### src/rtl/subpixel_pkg.sv
// Shared constants and read-side FSM encoding for the subpixel block collector.
package subpixel_pkg;
  localparam int PIXEL_W   = 8;
  localparam int NUM_PIXEL = 8;
  localparam int NUM_ROWS  = 8;
  localparam int ROW_W     = 3 * NUM_PIXEL * PIXEL_W;

  typedef enum logic {
    IDLE   = 1'b0,
    STREAM = 1'b1
  } rd_state_e;
endpackage

### src/rtl/subpixel_row_bank.sv
// One block of row storage: synchronous single write port, combinational read.
module subpixel_row_bank import subpixel_pkg::*; #(
  parameter int DEPTH = NUM_ROWS,
  parameter int W     = ROW_W
) (
  input  logic                     clk,
  input  logic                     we,
  input  logic [$clog2(DEPTH)-1:0] waddr,
  input  logic [W-1:0]             wdata,
  input  logic [$clog2(DEPTH)-1:0] raddr,
  output logic [W-1:0]             rdata
);
  logic [W-1:0] mem [DEPTH];

  // Contents are intentionally unreset; full flags decide what is meaningful.
  always_ff @(posedge clk) begin
    if (we) mem[waddr] <= wdata;
  end

  assign rdata = mem[raddr];
endmodule

### src/rtl/subpixel_block_collector.sv
// Collects interpolator FIR rows into 8-row blocks in a ping-pong buffer and
// streams each finished block out one row per cycle.
module subpixel_block_collector #(
  parameter int NUM_PIXEL = 8,
  parameter int PIXEL_W   = 8,
  parameter int NUM_ROWS  = 8
) (
  input  logic                                 clk,
  input  logic                                 rst,
  input  logic                                 in_valid,
  input  logic [NUM_PIXEL*PIXEL_W-1:0]         fir_out_a,
  input  logic [NUM_PIXEL*PIXEL_W-1:0]         fir_out_b,
  input  logic [NUM_PIXEL*PIXEL_W-1:0]         fir_out_c,
  output logic                                 out_valid,
  input  logic                                 out_ready,
  output logic [3*NUM_PIXEL*PIXEL_W-1:0]       out_data,
  output logic [$clog2(NUM_ROWS)-1:0]          out_row,
  output logic                                 out_last,
  output logic                                 overflow,
  output logic [15:0]                          blocks_done,
  output subpixel_pkg::rd_state_e              dbg_rd_state
);
  import subpixel_pkg::*;

  localparam int LW = NUM_PIXEL * PIXEL_W;
  localparam int RW = 3 * LW;
  localparam int AW = $clog2(NUM_ROWS);
  localparam logic [AW-1:0] LAST_ROW = AW'(NUM_ROWS - 1);

  logic          wr_bank, rd_bank;
  logic [AW-1:0] wr_row, rd_row;
  logic [1:0]    full, full_nxt;
  logic          wr_accept, wr_done, rd_fire, rd_done;
  logic [RW-1:0] rdata0, rdata1;
  rd_state_e     state, state_nxt;

  // Handshake: a row transfers on any cycle where out_valid && out_ready.
  // out_valid never drops before the row-7 transfer; out_data is zero when idle.
  assign wr_accept = in_valid && !full[wr_bank];
  assign wr_done   = wr_accept && (wr_row == LAST_ROW);
  assign rd_fire   = out_valid && out_ready;
  assign rd_done   = rd_fire && (rd_row == LAST_ROW);

  subpixel_row_bank #(.DEPTH(NUM_ROWS), .W(RW)) u_bank0 (
    .clk   (clk),
    .we    (wr_accept && !wr_bank),
    .waddr (wr_row),
    .wdata ({fir_out_c, fir_out_b, fir_out_a}),
    .raddr (rd_row),
    .rdata (rdata0)
  );

  subpixel_row_bank #(.DEPTH(NUM_ROWS), .W(RW)) u_bank1 (
    .clk   (clk),
    .we    (wr_accept && wr_bank),
    .waddr (wr_row),
    .wdata ({fir_out_c, fir_out_b, fir_out_a}),
    .raddr (rd_row),
    .rdata (rdata1)
  );

  // Fill and release always hit different banks, so both can apply at once.
  always_comb begin
    full_nxt = full;
    if (rd_done) full_nxt[rd_bank] = 1'b0;
    if (wr_done) full_nxt[wr_bank] = 1'b1;
  end

  always_ff @(posedge clk or negedge rst) begin
    if (!rst) begin
      wr_bank  <= 1'b0;
      wr_row   <= '0;
      full     <= '0;
      overflow <= 1'b0;
    end else begin
      full <= full_nxt;
      if (in_valid && full[wr_bank]) overflow <= 1'b1;
      if (wr_accept) begin
        if (wr_done) begin
          wr_row  <= '0;
          wr_bank <= ~wr_bank;
        end else begin
          wr_row <= wr_row + AW'(1);
        end
      end
    end
  end

  always_ff @(posedge clk or negedge rst) begin
    if (!rst) begin
      rd_bank     <= 1'b0;
      rd_row      <= '0;
      blocks_done <= '0;
    end else if (rd_fire) begin
      if (rd_done) begin
        rd_row      <= '0;
        rd_bank     <= ~rd_bank;
        blocks_done <= blocks_done + 16'd1;
      end else begin
        rd_row <= rd_row + AW'(1);
      end
    end
  end

  always_ff @(posedge clk or negedge rst) begin
    if (!rst) state <= IDLE;
    else      state <= state_nxt;
  end

  // Looking at full_nxt lets out_valid rise right after the filling edge and
  // lets a bank filled on the release edge stream with no idle gap.
  always_comb begin
    state_nxt = state;
    case (state)
      IDLE:    if (full_nxt[rd_bank]) state_nxt = STREAM;
      STREAM:  if (rd_done) state_nxt = full_nxt[~rd_bank] ? STREAM : IDLE;
      default: state_nxt = IDLE;
    endcase
  end

  always_comb begin
    out_valid    = (state == STREAM);
    out_row      = rd_row;
    out_last     = out_valid && (rd_row == LAST_ROW);
    out_data     = '0;
    if (out_valid) out_data = rd_bank ? rdata1 : rdata0;
    dbg_rd_state = state;
  end
endmodule

### config.mk
export PLATFORM = sky130hd
export DESIGN_NAME = subpixel_block_collector
export DESIGN_NICKNAME = d
export VERILOG_FILES = /design/src/rtl/subpixel_pkg.sv /design/src/rtl/subpixel_row_bank.sv /design/src/rtl/subpixel_block_collector.sv
export SDC_FILE = /design/constraint.sdc
export NUM_CORES = 2
export LEC_CHECK = 0
export BUFFER_PORTS_ARGS = -buffer_cell sky130_fd_sc_hd__buf_2
export CORE_MARGIN = 5
export CORE_UTILIZATION = 50
export CTS_CLUSTER_DIAMETER = 200
export DETAILED_ROUTE_END_ITERATION = 10
export GPL_TIMING_DRIVEN = 0
export PLACE_DENSITY = 0.72
export RECOVER_POWER = 50
export SYNTH_ARGS = -nofsm -noshare
export SYNTH_HDL_FRONTEND = slang
export SYNTH_SLANG_ARGS = --single-unit
export TNS_END_PERCENT = 5
### constraint.sdc
create_clock -name clk -period 16.9 [get_ports clk]
set_clock_uncertainty 0.15 [all_clocks]
set_input_delay 0.845 -clock clk [delete_from_list [all_inputs] [get_ports clk]]
set_output_delay 0.845 -clock clk [all_outputs]
set_load 0.05 [all_outputs]
# Yosys cells after proc, flatten, opt, wreduce, memory -nomap -nowiden
# Memories as Yosys holds them, arrays and structs flattened.
# Index checks and enable logic that the tools add are counted.
# Widths: inputs -> output; s select.
[word_totals]
memories = 2
ff_bits = 28
output_inout_bits = 215
input_bits = 196
mem_bits_rw = 3072
elab_cells = 64
[memory_table]
columns = ["memory", "words", "width", "rd", "rd_clocked_by_memory_dff", "wr", "line", "source"]
rows = [
  ["u_bank0.mem", 8, 192, 1, 0, 1, "subpixel_row_bank.sv:13", "logic [W-1:0] mem [DEPTH];"],
  ["u_bank1.mem", 8, 192, 1, 0, 1, "subpixel_row_bank.sv:13", ""],
]
[classes]
muxes = 24
bitwise = 6
reduce_logical = 14
addsub = 3
eq_ne = 2
magnitude_cmp = 5
[op_table]
columns = ["op", "n"]
rows = [
  ["$mux 192", 2],
  ["$add 16x1->16 const B", 1],
  ["$mux 1", 15],
  ["$logic_and 1x1->1", 10],
  ["$add 3x1->3 const B", 2],
  ["$eq 3x3->1 const B", 2],
  ["$lt 1x2->1 const B", 3],
  ["$mux 3", 2],
  ["$mux 2", 2],
  ["$reduce_and 2->1", 2],
  ["$not 1->1", 3],
  ["$and 2x2->2", 1],
  ["$demux 1 s1", 2],
  ["$ge 1x1->1 const B", 2],
  ["$logic_not 1->1", 2],
  ["$not 2->2", 1],
  ["$or 2x2->2", 1],
  ["$pmux 1 s2", 1],
]

# Logic depth before layout (Yosys ltp)
[logic_depth]
word_depth = 14
mapped_depth = 8

# By module
# Synthesis repeated with hierarchy kept, for this count alone.
[unflattened]
cells_unflattened = 5000
hier_area_um2 = 121908.2
[by_module_without_submodules]
columns = ["mod", "area_per_inst_um2", "n_inst", "cells_per_inst"]
rows = [
  ["subpixel_row_bank", 58637.5, 2, 2232],
  ["subpixel_block_collector", 4633.2, 1, 536],
]

# Worst setup path after synthesis
# Ideal clock, no wire load.
[synth_path]
kind = "input-to-reg"
from = "input in_valid"
to = "memory u_bank1.mem[0][0] (netlist name) (enable)"
arrival_time_ns = 14.662
path_buffers = 1
path_stages = 4
required_time_ns = 15.771
slack_ns = 1.110
setup_ns = 0.979
path_cell_list = "clkbuf_1 -> inv_1 -> or4_1 -> nor3_1"
[synth_via]
elab_chain_len = 4
[synth_rtl]
columns = ["element", "line", "source"]
rows = [
  ["start: declaration", "subpixel_block_collector.sv:10", "input logic in_valid,"],
  ["$logic_and 1x1->1", "subpixel_block_collector.sv:39", "assign wr_accept = in_valid && !full[wr_bank];"],
  ["$logic_and 1x1->1", "subpixel_block_collector.sv:55", ".we (wr_accept && wr_bank),"],
  ["$mux 1", "subpixel_row_bank.sv:17", "if (we) mem[waddr] <= wdata;"],
  ["$mux 1 (implied by the code)", "subpixel_row_bank.sv:17", ""],
  ["end: declaration", "subpixel_row_bank.sv:13", ""],
]
# No other way between the ends.

# Worst setup path after layout
[layout_path]
from = "register state (netlist: dbg_rd_state)"
to = "output out_data[110]"
[layout_via]
elab_chain_len = 1
[layout_rtl]
columns = ["element", "line", "source"]
rows = [
  ["start: declaration", "subpixel_block_collector.sv:35", "rd_state_e state, state_nxt;"],
  ["start signal: assignment", "subpixel_block_collector.sv:107", "else state <= state_nxt;"],
  ["$mux 192", "subpixel_block_collector.sv:126", "if (out_valid) out_data = rd_bank ? rdata1 : rdata0;"],
  ["end: declaration", "subpixel_block_collector.sv:16", "output logic [3*NUM_PIXEL*PIXEL_W-1:0] out_data,"],
]
# No other way between the ends.

==> results.md <==
Clock network:
- The tree is rooted in a clkbuf_16.
- Buffers inserted to repair hold after CTS numbered 1.
- The number of gates resized after cts is 0.
- TritonCTS built the clock tree.
- After clock tree synthesis, the clock-pin slew on the worst setup and hold paths is roughly 60 ps.
- The number of setup buffers added after CTS is 0.
- The number of buffers inserted during clock tree synthesis is roughly 320.
- The count of clock tree sinks is 3100.
- The number of buffers between clock root and the deepest sink is 4.
- The clock reaches the later pin of the worst-skew pair after roughly 940 ps.
- The depth of the CTS H-tree is 5.

Floorplan:
- The overall die area is between 200000 and 250000 µm².
- In this run the count of I/O pins placed on the die edge is approximately 410.
- The floorplan step set the die width to 499 µm.
- The row count is 179.
- The starting density of the core is 0.503.
- The core region is between 200000 and 250000 µm².
- The die height is approximately 500 µm.

Pwr:
- Summed over all cells, the static leakage comes to between 40 and 50 nW.
- The power density relative to cell area is between 150 and 200 nW/µm².
- The worst-case IR drop observed on VDD is approximately 0.19 mV.

Setup path:
- The slowest stage of the critical path belongs to the cell clkbuf_1.
- The number of buffers and inverters on the critical path is 4.
- The element type at the critical path end is an output port.
- The critical path start-end classification is register to output port.
- Walking the worst path, the cells encountered are nand2_1 > buf_2 > clkbuf_1 > clkbuf_1 > o22ai_1 > buf_2.
- The required time of the critical path is between 15000 and 20000 ps.
- The data arrival at the endpoint of the critical path is roughly 4800 ps.
- The worst-path maximum fanout is 10.
- The category of cells accounting for the largest share of critical-path delay is buffers and inverters.
- For this run, the slowest stage of the critical path takes between 1000 and 1500 ps.
- STA classifies the critical path startpoint as a register.
- In this run the register-to-register setup slack is 12490 ps.

GRT:
- The via count of the first global-routing pass is approximately 66000.
- met2 is the most crowded layer.
- The pin count of the biggest net entering global routing is 29.
- For met2 alone, demand over resource in global routing was 0.415.
- The first-pass GRT wire length is 463 mm.
- After global routing the overflow that remains totals 0.
- The number of antenna violations at the first check in global routing was 90.
- The total global routing track utilization is 0.257.
- In the global route stage, met1 resource usage came out at 0.338.
- For this run, global-route usage on met3 was measured as 0.0566.

Synth:
- The mapped netlist covers roughly 120000 µm².
- After synthesis, the mean cell area works out to 18.7 µm².
- The post-synthesis cell type with the largest combined area is edfxtp_1.
- The share of synthesized area in the top cell type comes to 0.771.
- The number of distinct library cell variants in the gate-level netlist after synthesis is between 40 and 50.
- The number of instances in the synthesized netlist is about 6400.
- Of the total synthesized cell area, the portion taken by full adders, half adders and majority gates is 0.000523.
- The prevailing post-synth register cell is edfxtp_1.
- The area fraction in and, or, nand and nor cells after synthesis is 0.0137.
- Counting every net in the synthesized netlist gives ~6600.
- The warning count from the yosys run is 0.
- The number of synthesized flops with an enable pin is ~3100.
- In this run, synthesis produced a sequential element count of between 3000 and 4000.
- The combinational family with the most area after synthesis is multiplexers.
- Ranked by total cell area, the synthesized netlist is headed by edfxtp_1 (77%), mux2i_1 (12%), a22oi_1 (4.3%), nand2_1 (1.1%), o22ai_1 (0.80%).
- The post-synthesis mux area share is 0.130.
- The xor-xnor portion of the synthesized cell area is 0.00117.
- The compound-cell area share of the yosys netlist was 0.0580.
- The share of synthesized registers carrying an async set or reset is 0.00903.
- The sequential element share of the synthesized area is 0.777.

Routing:
- For this run, the detailed router's first-pass iteration total came to 6.
- The count of nets left with antenna violations once routing finished came out at 0.
- Dividing the detail-routed wire length by the instance count gives approximately 30 µm.
- Dividing the detail-routed via count by the number of cells gives between 6 and 7.
- Summed over all layers, the routed wires come to between 300 and 400 mm.
- After the first detailed-routing iteration, the DRC count stood at 8047.
- After detailed routing, the number of remaining DRC violations is 0.
- The total vias in the final route is approximately 66000.

STA:
- The actual transition at the worst max-transition pin is approximately 2000 ps.
- The final critical path time including I/O delays and setup is 5780 ps.
- The final sum of negative setup slack is 0 ps.
- Setup repair after global routing left no endpoint under its margin.
- Derived from the worst setup path, the maximum achievable clock frequency is roughly 0.17 GHz.
- The number of failing hold endpoints at the final stage is 0.
- The number of setup violations in the final report is 0.
- The count of pins over their slew limit is 120.
- The tightest slew margin relative to the limit is -0.347.
- The ratio of final minimum period to clock period is 0.342.

Layout:
- The number of nets in the layout is approximately 7600.
- From synthesis to final layout, the design area changed by 16.6%.
- The library cells used most frequently in the layout, excluding fill and tap cells, are edfxtp_1 (3072), mux2i_1 (1461), a22oi_1 (690).
- The finished cells cover between 100000 and 150000 µm².
- The share of final-layout standard cells stronger than drive strength 1 is 0.150.
- The library cell used most frequently in the layout, excluding fill and tap cells, is edfxtp_1.

Run status:
- The checks that failed: max-capacitance violations, max-slew violations.
- The flow ran to the end, but the final reports show violations.

Placement:
- The standard cell area after detailed placement is ~130000 µm².
- The count of buffers from port buffering is between 400 and 500.
- The final estimated routing congestion in global placement is 0.771.
- Detailed placement ended at an HPWL of 216 mm.

Run:
- The reported max-cap violation count is 10.

Worst hold path:
- The min-delay analysis places its worst path in the category input port to register.
==> through the flow <==
| stage | total power, mW | setup WS (ps) | utilization | hold WS [ps] | std cells |
|---|---|---|---|---|---|
| after floorplan | 15.4 | 1110 | - | 345 | 6398 |
| after global placement | 18.8 | -14520 | 0.528 | 309 | 9974 |
| after detailed placement | 18.7 | 12200 | 0.544 | 317 | 10192 |
| after CTS | 25.7 | 11150 | 0.587 | 50.9 | 10760 |
| after global routing | 26.4 | 11040 | 0.586 | 98.0 | 10778 |
| final | 25.6 | 11120 | 0.586 | 118 | 10798 |
==> per-layer routing <==
layer / share of wire / wire [µm]
met1: 0.38 / 124000
met2: 0.48 / 158000
met3: 0.098 / 32300
met4: 0.044 / 14600
met5: 0.00093 / 305
==> cells by family (layout without fill, tap and decap cells) <==
family,Yosys count,in the layout
flops,3100,3100
mux,1502,1502
compound gates,972,972
simple gates,413,413
buf+inv,390,1585
xor+xnor,16,16
fa+ha+maj,5,5
other cells,0,38
==> cell usage after synthesis, drive strengths merged, types with 2 or more instances <==
cell and instances:
nor2b 2, ha 5, nand2 362, o21ai 82
nor2 17, edfxtp 3072, a22oi 690, nand3 4
mux4 39, buf 242, inv 5, mux2 2
a221oi 39, xnor2 12, nor3 6, dfrtp 28
and3 4, xor2 4, and2 3, o22ai 153
clkbuf 143, nand4 6, a31oi 4, nand2b 5
mux2i 1461
==> flip-flops by register name, summed over array words and instances (netlist names) <==
signal and flops:
overflow 1, full 2, u_bank1.mem 1536, out_row 3, blocks_done 16, wr_row 3
wr_bank 1, u_bank0.mem 1536, dbg_rd_state 1, rd_bank 1
==> path summary, 6_finish.rpt <==
kind                                             start                             to  cells past startpoint
max                             dbg_rd_state$_DFF_PN0_                  out_data[110]                      6
min                                          out_ready     blocks_done[0]$_DFFE_PN0P_                      3
max reg2reg                        wr_bank$_DFFE_PN0P_  u_bank0.mem[6][106]$_DFFE_PP_                      7
min reg2reg                blocks_done[15]$_DFFE_PN0P_    blocks_done[15]$_DFFE_PN0P_                      1
max in group asynchronous                          rst              full[1]$_DFF_PN0_                      2
min in group asynchronous                          rst    blocks_done[15]$_DFFE_PN0P_                      2
==> layout make-up <==
class	instances	area (µm²)
fillers	17226	98600
flip-flops and latches	3100	92900
multi-input cells	2908	24300
clock buffers	388	8450
repair buffers	628	5410
well taps	3167	3960
plain buffers	385	2370
clock inverters	179	1910
diodes	38	95.1
inverters	5	18.8
==> worst min-delay path: stages <==
cell,delay [ps]
buf_2,110
nand3_1,130
xnor2_1,80
==> report_power, final <==
part | switching (mW) | internal [mW]
registers | 0.101 | 8.89
clock network | 2.84 | 4.17
logic | 6.84 | 2.72
total | 9.79 | 15.8
Power figures use the tool's default switching activity.
